File: src/rtl/fechadura_pkg.sv
// Shared types and display constants for the parametrised combination lock.
// Segment patterns are ordered {A,B,C,D,E,F,G}, active-high.
package fechadura_pkg;

  typedef enum logic [1:0] {
    ENTRADA   = 2'd0,
    ABERTO    = 2'd1,
    ERRO      = 2'd2,
    BLOQUEADO = 2'd3
  } estado_t;

  localparam logic [4:0] COD_A       = 5'h0A;
  localparam logic [4:0] COD_B       = 5'h0B;
  localparam logic [4:0] COD_E       = 5'h0E;
  localparam logic [4:0] COD_TRACO   = 5'd16;
  localparam logic [4:0] COD_APAGADO = 5'd17;

  localparam logic [6:0] SEG_PADRAO [18] = '{
    7'b1111110, 7'b0110000, 7'b1101101, 7'b1111001,
    7'b0110011, 7'b1011011, 7'b1011111, 7'b1110000,
    7'b1111111, 7'b1111011, 7'b1110111, 7'b0011111,
    7'b1001110, 7'b0111101, 7'b1001111, 7'b1000111,
    7'b0000001, 7'b0000000
  };

  localparam logic [6:0] SEG_TRACO = 7'b0000001;

endpackage

File: src/rtl/fechadura_param_decod_7seg.sv
// Combinational 5-bit display code to 7-segment decoder.
// Codes above COD_APAGADO render blank.
module decod_7seg
  import fechadura_pkg::*;
(
  input  logic [4:0] cod,
  output logic [6:0] seg
);

  always_comb begin
    seg = SEG_PADRAO[COD_APAGADO];
    if (cod <= COD_APAGADO) seg = SEG_PADRAO[cod];
  end

endmodule

File: src/rtl/fechadura_param.sv
// Parametrised sequential combination lock with full-sequence evaluation,
// timed open/error/lockout windows and a consecutive-failure counter.
module fechadura_param
  import fechadura_pkg::*;
#(
  parameter int                      NUM_DIGITS = 6,
  parameter logic [NUM_DIGITS*4-1:0] SENHA      = 24'h590981,
  parameter int                      MAX_FALHAS = 3,
  parameter int                      T_ABERTO   = 8,
  parameter int                      T_ERRO     = 4,
  parameter int                      T_BLOQUEIO = 16
) (
  input  logic                            clk,
  input  logic                            reset,
  input  logic                            insere,
  input  logic [3:0]                      numero,
  output logic                            LED,
  output logic                            erro,
  output logic                            bloqueado,
  output logic [$clog2(NUM_DIGITS+1)-1:0] contagem,
  output logic                            A,
  output logic                            B,
  output logic                            C,
  output logic                            D,
  output logic                            E,
  output logic                            F,
  output logic                            G
);

  localparam int CW    = $clog2(NUM_DIGITS + 1);
  localparam int T_MAX = (T_ABERTO > T_ERRO) ?
                         ((T_ABERTO > T_BLOQUEIO) ? T_ABERTO : T_BLOQUEIO) :
                         ((T_ERRO > T_BLOQUEIO) ? T_ERRO : T_BLOQUEIO);
  localparam int TW    = ($clog2(T_MAX) < 1) ? 1 : $clog2(T_MAX);
  localparam int FW    = ($clog2(MAX_FALHAS + 1) < 1) ? 1 : $clog2(MAX_FALHAS + 1);

  localparam logic [TW-1:0] CARGA_ABERTO   = TW'(T_ABERTO - 1);
  localparam logic [TW-1:0] CARGA_ERRO     = TW'(T_ERRO - 1);
  localparam logic [TW-1:0] CARGA_BLOQUEIO = TW'(T_BLOQUEIO - 1);

  estado_t       estado, estado_n;
  logic          insere_q;
  logic          falhou, falhou_n, falhou_total;
  logic [3:0]    digito, digito_n, esperado;
  logic [CW-1:0] contagem_n;
  logic [TW-1:0] timer, timer_n;
  logic [FW-1:0] falhas, falhas_n, falhas_inc;
  logic [4:0]    cod_n;
  logic [6:0]    seg_q, seg_n;
  logic          evento;

  assign evento     = insere & ~insere_q;
  assign falhas_inc = falhas + FW'(1);

  // Nibble of the password selected by the number of digits already entered.
  always_comb begin
    esperado = '0;
    for (int i = 0; i < NUM_DIGITS; i++)
      if (contagem == CW'(i)) esperado = SENHA[(NUM_DIGITS-1-i)*4 +: 4];
  end

  always_comb begin
    estado_n     = estado;
    contagem_n   = contagem;
    falhou_n     = falhou;
    digito_n     = digito;
    timer_n      = timer;
    falhas_n     = falhas;
    falhou_total = falhou | (numero != esperado);
    case (estado)
      ENTRADA: begin
        if (evento) begin
          digito_n = numero;
          if (contagem == CW'(NUM_DIGITS - 1)) begin
            contagem_n = '0;
            falhou_n   = 1'b0;
            if (!falhou_total) begin
              estado_n = ABERTO;
              timer_n  = CARGA_ABERTO;
              falhas_n = '0;
            end else if (falhas_inc == FW'(MAX_FALHAS)) begin
              estado_n = BLOQUEADO;
              timer_n  = CARGA_BLOQUEIO;
              falhas_n = '0;
            end else begin
              estado_n = ERRO;
              timer_n  = CARGA_ERRO;
              falhas_n = falhas_inc;
            end
          end else begin
            contagem_n = contagem + CW'(1);
            falhou_n   = falhou_total;
          end
        end
      end
      default: begin
        if (timer == '0) estado_n = ENTRADA;
        else             timer_n  = timer - TW'(1);
      end
    endcase
  end

  // Display code follows the next state so it changes on the same edge.
  always_comb begin
    case (estado_n)
      ABERTO:    cod_n = COD_A;
      ERRO:      cod_n = COD_E;
      BLOQUEADO: cod_n = COD_B;
      default:   cod_n = (contagem_n == '0) ? COD_TRACO : {1'b0, digito_n};
    endcase
  end

  decod_7seg u_decod (
    .cod (cod_n),
    .seg (seg_n)
  );

  always_ff @(posedge clk or negedge reset) begin
    if (!reset) begin
      estado    <= ENTRADA;
      insere_q  <= 1'b0;
      contagem  <= '0;
      falhou    <= 1'b0;
      digito    <= '0;
      timer     <= '0;
      falhas    <= '0;
      LED       <= 1'b0;
      erro      <= 1'b0;
      bloqueado <= 1'b0;
      seg_q     <= SEG_TRACO;
    end else begin
      estado    <= estado_n;
      insere_q  <= insere;
      contagem  <= contagem_n;
      falhou    <= falhou_n;
      digito    <= digito_n;
      timer     <= timer_n;
      falhas    <= falhas_n;
      LED       <= (estado_n == ABERTO);
      erro      <= (estado_n == ERRO);
      bloqueado <= (estado_n == BLOQUEADO);
      seg_q     <= seg_n;
    end
  end

  assign {A, B, C, D, E, F, G} = seg_q;

endmodule

File: config.mk
export PLATFORM = sky130hd
export DESIGN_NAME = fechadura_param
export DESIGN_NICKNAME = d
export VERILOG_FILES = /design/src/rtl/fechadura_pkg.sv /design/src/rtl/fechadura_param_decod_7seg.sv /design/src/rtl/fechadura_param.sv
export SDC_FILE = /design/constraint.sdc
export NUM_CORES = 1
export LEC_CHECK = 0
export ABC_AREA = 1
export ABC_CLOCK_PERIOD_IN_PS = 4100
export CORE_MARGIN = 5
export CORE_UTILIZATION = 59
export DETAILED_ROUTE_END_ITERATION = 8
export PLACE_DENSITY = 0.81
export SLEW_MARGIN = 20
export SYNTH_ARGS = -nofsm -noshare
export SYNTH_HDL_FRONTEND = slang
export SYNTH_SLANG_ARGS = --single-unit
File: constraint.sdc
create_clock -name clk -period 4.1 [get_ports clk]
set_input_delay 0.41 -clock clk [delete_from_list [all_inputs] [get_ports clk]]
set_output_delay 0.41 -clock clk [all_outputs]
set_load 0.05 [all_outputs]
======== After elaboration in Yosys (flattened, before gate mapping) ========
Memories as Yosys holds them, arrays and structs flattened. A register that Yosys moved wholly into a read port is not among the register bits.
Index checks and enable logic that the tools add are counted.
storage, ports and cells
  flip-flop bits (word level) ............. 20
  ROM bits ................................ 224
  bits of input ports ..................... 7
  output and inout port bits .............. 13
  memories kept ........................... 1
memory list
  memory           depth  width  read ports  clocked after memory_dff  write ports  line                              RTL
  (no name shown)  32     7      1           1                         0            fechadura_param_decod_7seg.sv:12  if (cod <= COD_APAGADO) seg = SEG_PADRAO[cod];
operators by class
  add/subtract/negate cells ............... 3
  eq/ne operators ......................... 13
  multiplexer cells ....................... 28
  bitwise logic cells ..................... 4
  reductions and logical operators ........ 8
operators by type and width
  kind                                                                      count
  4-bit two-way mux                                                         13
  5-bit one-hot mux with 3 select lines                                     1
  2-bit two-way mux                                                         7
  3-bit two-way mux                                                         4
  2-bit == test (second input constant)                                     3
  3-bit by 2-bit == test with 1-bit output (second input constant)          2
  3-bit == test (second input constant)                                     2
  3-bit logical NOT                                                         2
  5-bit inverter with 6-bit output                                          1
  3-bit AND reduction                                                       2
  5-bit two-way mux                                                         1
  4-bit logical NOT                                                         1
  2-bit inequality test (second input constant)                             2
  4-bit inequality test                                                     1
  4-bit by 1-bit subtractor with 4-bit output (second input constant)       1
  3-bit by 1-bit adder with 3-bit output (second input constant)            1
  3-bit by 1-bit == test with 1-bit output (second input constant)          1
  2-bit by 1-bit adder with 2-bit output (second input constant)            1
  2-bit by 1-bit == test with 1-bit output (second input constant)          1
  2-bit logical NOT                                                         1
  1-bit two-way mux                                                         2
  2-bit by 1-bit inequality test with 1-bit output (second input constant)  1
  2-bit AND reduction                                                       1
  1-bit bitwise AND                                                         1
  other kinds (3)                                                           3

======== Logic depth before layout (Yosys ltp) ========
  depth after elaboration ................. 16
  depth in mapped cells ................... 22
  gate-level depth less buffers ........... 22

======== Modules after synthesis ========
A second synthesis with hierarchy kept.
second synthesis, totals
  cells, all modules ...................... 203
  area total of the unflattened synthesis .. 1581.5 um^2
by module, submodules not included
  module           instances  cells an instance  area each (um^2)  seq. area each (um^2)
  fechadura_param  1          149                1273.7            676.9
  decod_7seg       1          54                 307.8             0.0

======== Worst setup path after synthesis ========
Ideal clock, no wire load.
  path kind ............................... flip-flop to flip-flop
  from .................................... register contagem[2]
  to ...................................... register seg_q[3]
  arrival time ............................ 2.687 ns
  data required time ...................... 4.029 ns
  slack ................................... 1.342 ns
  stages on the path, launching flop included .. 21
  buffers on the path ..................... 0
  cells stage by stage .................... dfrtp_1 inv_1 ha_1 nor2_1 nand2_1 nand2_1 nand3_1 nor2_2 nand2_2 nand2_2 nand2_4 nand2_4 nand2_2 nand2_2 inv_1 ha_1 inv_1 nand4_1 nand3_1 nand2_1 nor2_1
on the way
  word-level cells in the longest chain between the ends .. 16
ends and longest elaborated chain
  element                                                                    line                              RTL
  from (decl)                                                                fechadura_param.sv:20             output logic [$clog2(NUM_DIGITS+1)-1:0] contagem,
  from (signal assigned)                                                     fechadura_param.sv:134            contagem <= contagem_n;
  3-bit logical NOT                                                          fechadura_param.sv:59             if (contagem == CW'(i)) esperado = SENHA[(NUM_DIGITS-1-i)*4 +: 4];
  3-bit two-way mux                                                          fechadura_param.sv:59
  4-bit two-way mux (5 in series)                                            fechadura_param.sv:59
  4-bit inequality test                                                      fechadura_param.sv:69             falhou_total = falhou | (numero != esperado);
  1-bit bitwise OR                                                           fechadura_param.sv:69
  2-bit two-way mux                                                          fechadura_param.sv:77             if (!falhou_total) begin
  2-bit two-way mux (*)                                                      fechadura_param.sv:74             if (contagem == CW'(NUM_DIGITS - 1)) begin
  2-bit two-way mux (*)                                                      fechadura_param.sv:72             if (evento) begin
  2-bit two-way mux (*)                                                      fechadura_param.sv:70             case (estado)
  named net estado_n[0]                                                      fechadura_param.sv:41             estado_t estado, estado_n;
  2-bit == test or 2-bit by 1-bit == test with 1-bit output (tied branches)  fechadura_param.sv:105            case (estado_n)
  5-bit one-hot mux with 3 select lines (*)                                  fechadura_param.sv:105
  5-bit inverter with 6-bit output (not written as such) (*)                 fechadura_param_decod_7seg.sv:12
  to (decl)                                                                  fechadura_param.sv:49             logic [6:0] seg_q, seg_n;
Mark *: on every way through the listed nets, which the timed path passes. The rest lies on a longest branch.
A chain may end at the register's enable or synchronous reset.

======== Worst setup path in the final report ========
  from .................................... register contagem[0]
  to ...................................... register seg_q[3]
The elaborated chain is that of the path after synthesis.

==> results_dict.tcl <==
set metrics [dict create \
    outcome "completed" \
    yosysTopAreaCell "dfrtp_1" \
    final_core_util 0.701 \
    drcViolationCount 0 \
    layout.nets 241 \
    relSlewSlack 0.660 \
    worst_clock_skew_ns 0.0113 \
    end_kind "flop" \
    rr_startpoint "contagem[0]" \
    yosysSeqAreaShare 0.414 \
    netlist_instances 200 \
    grtUsageTotal 0.189 \
    min_path_type "primary input to asynchronous set/reset pin" \
    coreArea_mm2 0.00271 \
    ctsResizeCount 0 \
    io_pins 20 \
    start_kind "flop" \
    clk_pin_slew_ns 0.15 \
    rsz0062_at_grt "false" \
    die_h_um 62.7 \
    synthTopCellsByArea "dfrtp_1 40%, nand2_1 10%, ha_1 6.9%" \
    antenna_found_initial 0 \
    grt_pass1_vias 1400 \
    period_needed_ns 2.84 \
    synth_cell_type_count 25 \
    cts_setup_buffers 0 \
    worstSetupPathType "flop to flop" \
    critical-path-top-delay-family "simple AND/OR/NAND/NOR gates" \
    rr_endpoint "seg_q[3]" \
    ys_async_sr_fraction 1.00 \
    synth_area_mm2 0.00164 \
    max_cap_violations 0 \
    grt_pass1_wl_um 6190 \
    synth_edf_count 0 \
    grt-ovfl-total 0 \
    drt-vias-per-instance 5.35 \
    cts_tree "yes" \
    hold_buffers 0 \
    syn_nets 216 \
    vias 1363 \
    syn2layout_area_growth_pct 16.1 \
    path_cells "nand2_1 -> inv_1 -> ha_1 -> nor2_1 -> nand2_1 -> nand2_1 -> nand3_1 -> nor2_2 -> nand2_2 -> nand2_2 -> nand2_4 -> nand2_4 -> nand2_2 -> nand2_2 -> inv_1 -> ha_1 -> inv_1 -> nand4_1 -> nand3_1 -> nand2_1 -> nor2_1" \
    worst_pin_slew_ns 0.508 \
    numCtsBuffers 3 \
    numClockSinks 27 \
    yosysTopAreaCellShare 0.398 \
    num_antenna_cells 0 \
    path_buf_inv 3 \
    fin_crit_sh 0.693 \
    rr_worst_depth 21 \
    dp_hpwl_um 2610 \
    cp_max_fo 7 \
    synth.most_common_cell "nand2_1" \
    wl_um 3330 \
    wire_per_inst_um 13.1 \
    setup_violations 0 \
    ys_ff_latch 27 \
    drv_slew 0 \
    hold_viol_final 0 \
    ys.warnings.count 0 \
    dpl-instance-area_mm2 0.00187 \
    cts_htree_levels 1 \
    tns_ns 0 \
    synth_ff_type "dfrtp_1" \
    die-area_mm2 0.00393 \
    place.gp.congestion 0.928 \
    cts_buffer_depth 2 \
    fp-row-count 19 \
    final_area_mm2 0.00190 \
    first_pass_iters 4 \
    num-fill-cells 212 \
    die_w_um 62.7 \
    ys_top_cells_by_count "44 x nand2_1, 27 x inv_1, 26 x dfrtp_1" \
    clk_latency_ns 0.32 \
    grt_max_degree 28 \
    r2r_slack_ns 1.26 \
    portBuffers 19 \
    worstPathArrival_ns 3.11 \
    drive_above_1_share 0.192 \
    fmax_mhz 352 \
    worstPathRequired_ns 4.37 \
    crit_path_max_incr_delay_ns 0.51 \
    cts_root_buffer "clkbuf_4" \
    postSynthAreaPerCell_um2 8.18 \
    drt_iter0_markers 71 \
    ant_nets 0 \
    start_util 0.604 \
    critPathSlowestCell "dfrtp_1" \
]
[through the flow]
step                      worst slack [ns]  instances  hold slack [ns]
after floorplan                       1.34        200            0.114
after global placement                1.37        251            0.478
after detailed placement              1.23        251            0.481
after CTS                             1.25        255            0.440
after global routing                  1.02        255            0.443
final                                 1.26        255            0.430
[routing by layer]
| metal | track usage | wire length, um |
|---|---|---|
| met3 | 0.0342 | 165 |
| met5 | 0 | 0 |
| met4 | 0.0398 | 42 |
| met1 | 0.230 | 1450 |
| met2 | 0.345 | 1670 |
[worst register-to-register path: stages, from the launching register on]
cell and delay (ns):
dfrtp_1 0.51, nand2_1 0.11, inv_1 0.04, ha_1 0.18, nor2_1 0.20, nand2_1 0.08
nand2_1 0.07, nand3_1 0.08, nor2_2 0.13, nand2_2 0.09, nand2_2 0.10, nand2_4 0.09
nand2_4 0.09, nand2_2 0.07, nand2_2 0.12, inv_1 0.11, ha_1 0.30, inv_1 0.06
nand4_1 0.12, nand3_1 0.12, nand2_1 0.05, nor2_1 0.08
[worst max path at each step]
stage | cells after the start | slack (ns) | from | end
3_3_place_gp | 16 | 1.37 | insere | seg_q[3]
4_1_cts | 21 | 1.25 | contagem[0] | seg_q[3]
2_1_floorplan | 20 | 1.34 | contagem[2] | seg_q[3]
5_1_grt | 21 | 1.02 | contagem[0] | seg_q[3]
6_report | 21 | 1.26 | contagem[0] | seg_q[3]
3_5_place_dp | 16 | 1.23 | insere | seg_q[3]
[cells by family after synthesis]
family,share of synthesized area
AND/OR/NAND/NOR,0.345
buffers and inverters,0.0826
AO/OA/AOI/OAI,0.0849
adder cells (fa/ha/maj),0.0688
XOR/XNOR,0.00535
flip-flops,0.414
[sequential cells by signal (all words and copies together) (netlist names)]
register	flops
falhas	2
bloqueado	1
LED	1
timer	4
contagem	3
insere_q	1
estado	2
seg_q	7
falhou	1
digito	4
erro	1
[layout make-up]
type	instances	area, um2	area share
Sequential cell	27	677	0.356
Inverter	36	135	0.0711
Clock buffer	4	26.3	0.0138
Timing Repair Buffer	20	198	0.104
Multi-Input combinational cell	137	825	0.434
Tap cell	31	38.8	0.0204
[cell usage in the layout (no fill, tap or decap), drive strengths merged]
master         instances
o22ai                  2
nand3                 19
nor3                   2
clkbuf                 4
dfstp                  1
nand2                 58
clkdlybuf4s50         19
or2                    1
a22oi                  2
ha                     9
o21ai                 12
buf                    1
nand4                  5
a21oi                  5
xnor2                  1
dfrtp                 26
inv                   36
nor2                  19
o211ai                 2
Power is not shown: default switching activity piles up to over one toggle a cycle in this logic, so the estimate is an artifact.
==> edit (same flow settings) <==
The output `bloqueado` loses its register stage (`bloqueado` becomes a continuous assignment).
--- a/src/rtl/fechadura_param.sv
+++ b/src/rtl/fechadura_param.sv
@@ -126,7 +126,6 @@
       falhas    <= '0;
       LED       <= 1'b0;
       erro      <= 1'b0;
-      bloqueado <= 1'b0;
       seg_q     <= SEG_TRACO;
     end else begin
       estado    <= estado_n;
@@ -138,10 +137,11 @@
       falhas    <= falhas_n;
       LED       <= (estado_n == ABERTO);
       erro      <= (estado_n == ERRO);
-      bloqueado <= (estado_n == BLOQUEADO);
       seg_q     <= seg_n;
     end
   end
+
+  assign bloqueado = (estado_n == BLOQUEADO);
 
   assign {A, B, C, D, E, F, G} = seg_q;
 
Formal check against the unedited RTL: no difference found for any inputs over 10 cycles, from zero or initial values and one cycle with reset low; that may be too few to reach the edited logic, so the function may still have changed.
==> edit against the original RTL <==
  * Count of clock-buffer cells in the layout stayed put
  * Critical path depth is 6 lower
  * First-iteration DRC count is 21% higher
  * Die area is 3.0% higher
  * Synthesized area is 3.6% higher
  * Cell area is 3.1% higher
  * Worst setup slack worse by 0.54 ns
  * Cell count is 0.78% lower
  * Sequential cell count is 1 lower
  * Synthesized cell count is 1.0% lower
  * Wire length is 0.27% higher
  * Highest routed layer unchanged
Power is not shown: default switching activity piles up to over one toggle a cycle in this logic, so the estimate is an artifact.
==> edit: results (changes against the original RTL) <==
result_of_the_run: "finished clean"  # unchanged
place.gp.congestion: 0.805  # was 0.928
async_reset_ff_share_pct: 100  # unchanged
grt.total_usage_pct: 18.0  # was 18.9%
post_drt_via_cell_ratio: 5.32  # was 5.35
largest_net_degree_at_the_start_of_global_routing: 27  # was 28
endpoint: "bloqueado"  # was seg_q[3]
ys_top_cells_by_count: "nand2_1 (43), inv_1 (26), dfrtp_1 (25), nand3_1 (13)"  # was nand2_1 (44), inv_1 (27), dfrtp_1 (26), nand3_1 (15), nor2_1 (11)
postRouteWirelength_um: 3340  # was 3330 µm
antenna_found_initial: 0  # unchanged
first_pass_grt_wire_length_um: 6000  # was 6190 µm
synthDistinctLibCells: 30  # was 25
synth_warn: 0  # unchanged
cts-buffers-inserted: 3  # unchanged
port_buffers: 19  # unchanged
diodes: 0  # unchanged
max_cap_violations: 0  # unchanged
drt-pass1-iter-count: 4  # unchanged
synth.top_cells.by_area: "dfrtp_1 (37%), nand2_1 (9.5%), ha_1 (6.6%)"  # was dfrtp_1 (40%), nand2_1 (10%), ha_1 (6.9%)
hold_path.class: "input port to asynchronous set/reset pin"  # unchanged
drc_errors: 0  # unchanged
worstRegToRegCells: 21  # unchanged
timing.slew.headroom_pct: 65.9  # was 66.0%
clk_latency_ns: 0.31
syn_nets: 214  # was 216
setup.worst_path.class: "flop to primary output"  # was flop to flop
reg_top3: "seg_q (7), digito (4), timer (4)"  # unchanged
regToRegStartpoint: "contagem[0]"  # unchanged
cts.root.buffer_cell: "clkbuf_4"  # unchanged
dp.final_hpwl_um: 2640  # was 2610 µm
reg2reg_slack_ns: 1.26  # about the same
r2r_end: "seg_q[3]"  # unchanged
worst-endpoint-arrival_ns: 2.97  # was 3.11 ns
clock_skew_ns: 0.0164  # was 0.0113 ns
drt_iter0_markers: 86  # was 71
clock_tree.htree_level_count: 1  # unchanged
cts-root-to-sink-buffers: 2  # unchanged
synth_top_flop_cell: "dfrtp_1"  # unchanged
path_clk_slew_ns: 0.15  # about the same
cts_setup_buffers: 0  # unchanged
number_of_global_route_vias_before_repair: 1403  # was 1400
layout.nets: 239  # was 241
ctsResizeCount: 0  # unchanged
drive_gt1_share_pct: 21.6  # was 19.2%
seq_area_frac_synth_pct: 38.5  # was 41.4%
synthesis.instances: 198  # was 200
detailroute.via_count: 1346  # was 1363
fill_cells: 219  # was 212
worst-path-max-fanout: 7  # unchanged
==> edit: cell types whose count changed after synthesis, moves of 2 or more <==
cell	unedited run	this run
nand2_4	4	9
nor2_1	11	7
inv_2	9	6
nor2_4	6	3
nand2_2	10	8
nand3_1	15	13
nand3_4	1	3
nor2_2	2	4
nor2_8	0	2
==> edit: worst min path at each step <==
stage,from,to,slack [ns]
finish,reset,timer[2],0.44
global route,reset,timer[2],0.46
CTS,reset,estado[1],0.46
detailed placement,falhou,falhou,0.47
global placement,falhou,falhou,0.47
floorplan,reset,LED,0.11
==> edit: logic make-up after synthesis <==
| logic type | Yosys count | share of synthesized area (%) |
|---|---|---|
| buffers and inverters | 34 | 7.67 |
| adders and majority gates | 9 | 6.64 |
| DFF | 26 | 38.5 |
| AOI/OAI and AO/OA | 25 | 9.37 |
| xor gates and xnor gates | 1 | 0.517 |
| and+or+nand+nor | 103 | 37.3 |
==> edit: critical path, stage by stage (launching register included) <==
cell,delay (ns)
dfrtp_1,0.51
nand2_1,0.11
inv_1,0.04
ha_1,0.18
nor2_1,0.20
nand2_1,0.07
nand2_1,0.06
nand3_1,0.07
nor2_2,0.12
nand2_2,0.10
nand2_2,0.10
nand2_4,0.09
nand2_4,0.09
nand2_4,0.06
inv_1,0.05
clkdlybuf4s50_1,0.79
==> edit: final cells by class <==
class | count | area (µm²) | area share (%)
sequential | 26 | 652 | 33.3
multi-input combinational | 138 | 913 | 46.6
inverter | 34 | 130 | 6.65
timing repair buffer | 20 | 198 | 10.1
clock buffer | 4 | 26.3 | 1.34
tap | 31 | 38.8 | 1.98
==> edit: per-stage QoR <==
stage | setup slack (ns) | hold slack, ns | utilization (%) | cell area, µm²
2_1_floorplan | 1.30 | 0.114 | - | 1700
3_3_place_gp | 1.13 | 0.470 | 70.1 | 1930
3_5_place_dp | 1.11 | 0.474 | 70.1 | 1930
4_1_cts | 0.728 | 0.457 | 71.0 | 1960
5_1_grt | 0.525 | 0.458 | 71.0 | 1960
6_report | 0.723 | 0.438 | 71.0 | 1960
==> edit: per-layer routing <==
layer / GRT usage [%] / up-vias / wire (µm)
li1: - / 681 / -
met1: 21.7 / 636 / 1490
met2: 32.2 / 27 / 1690
met3: 3.37 / 2 / 129
met4: 5.19 / 0 / 20
met5: 0 / - / 0
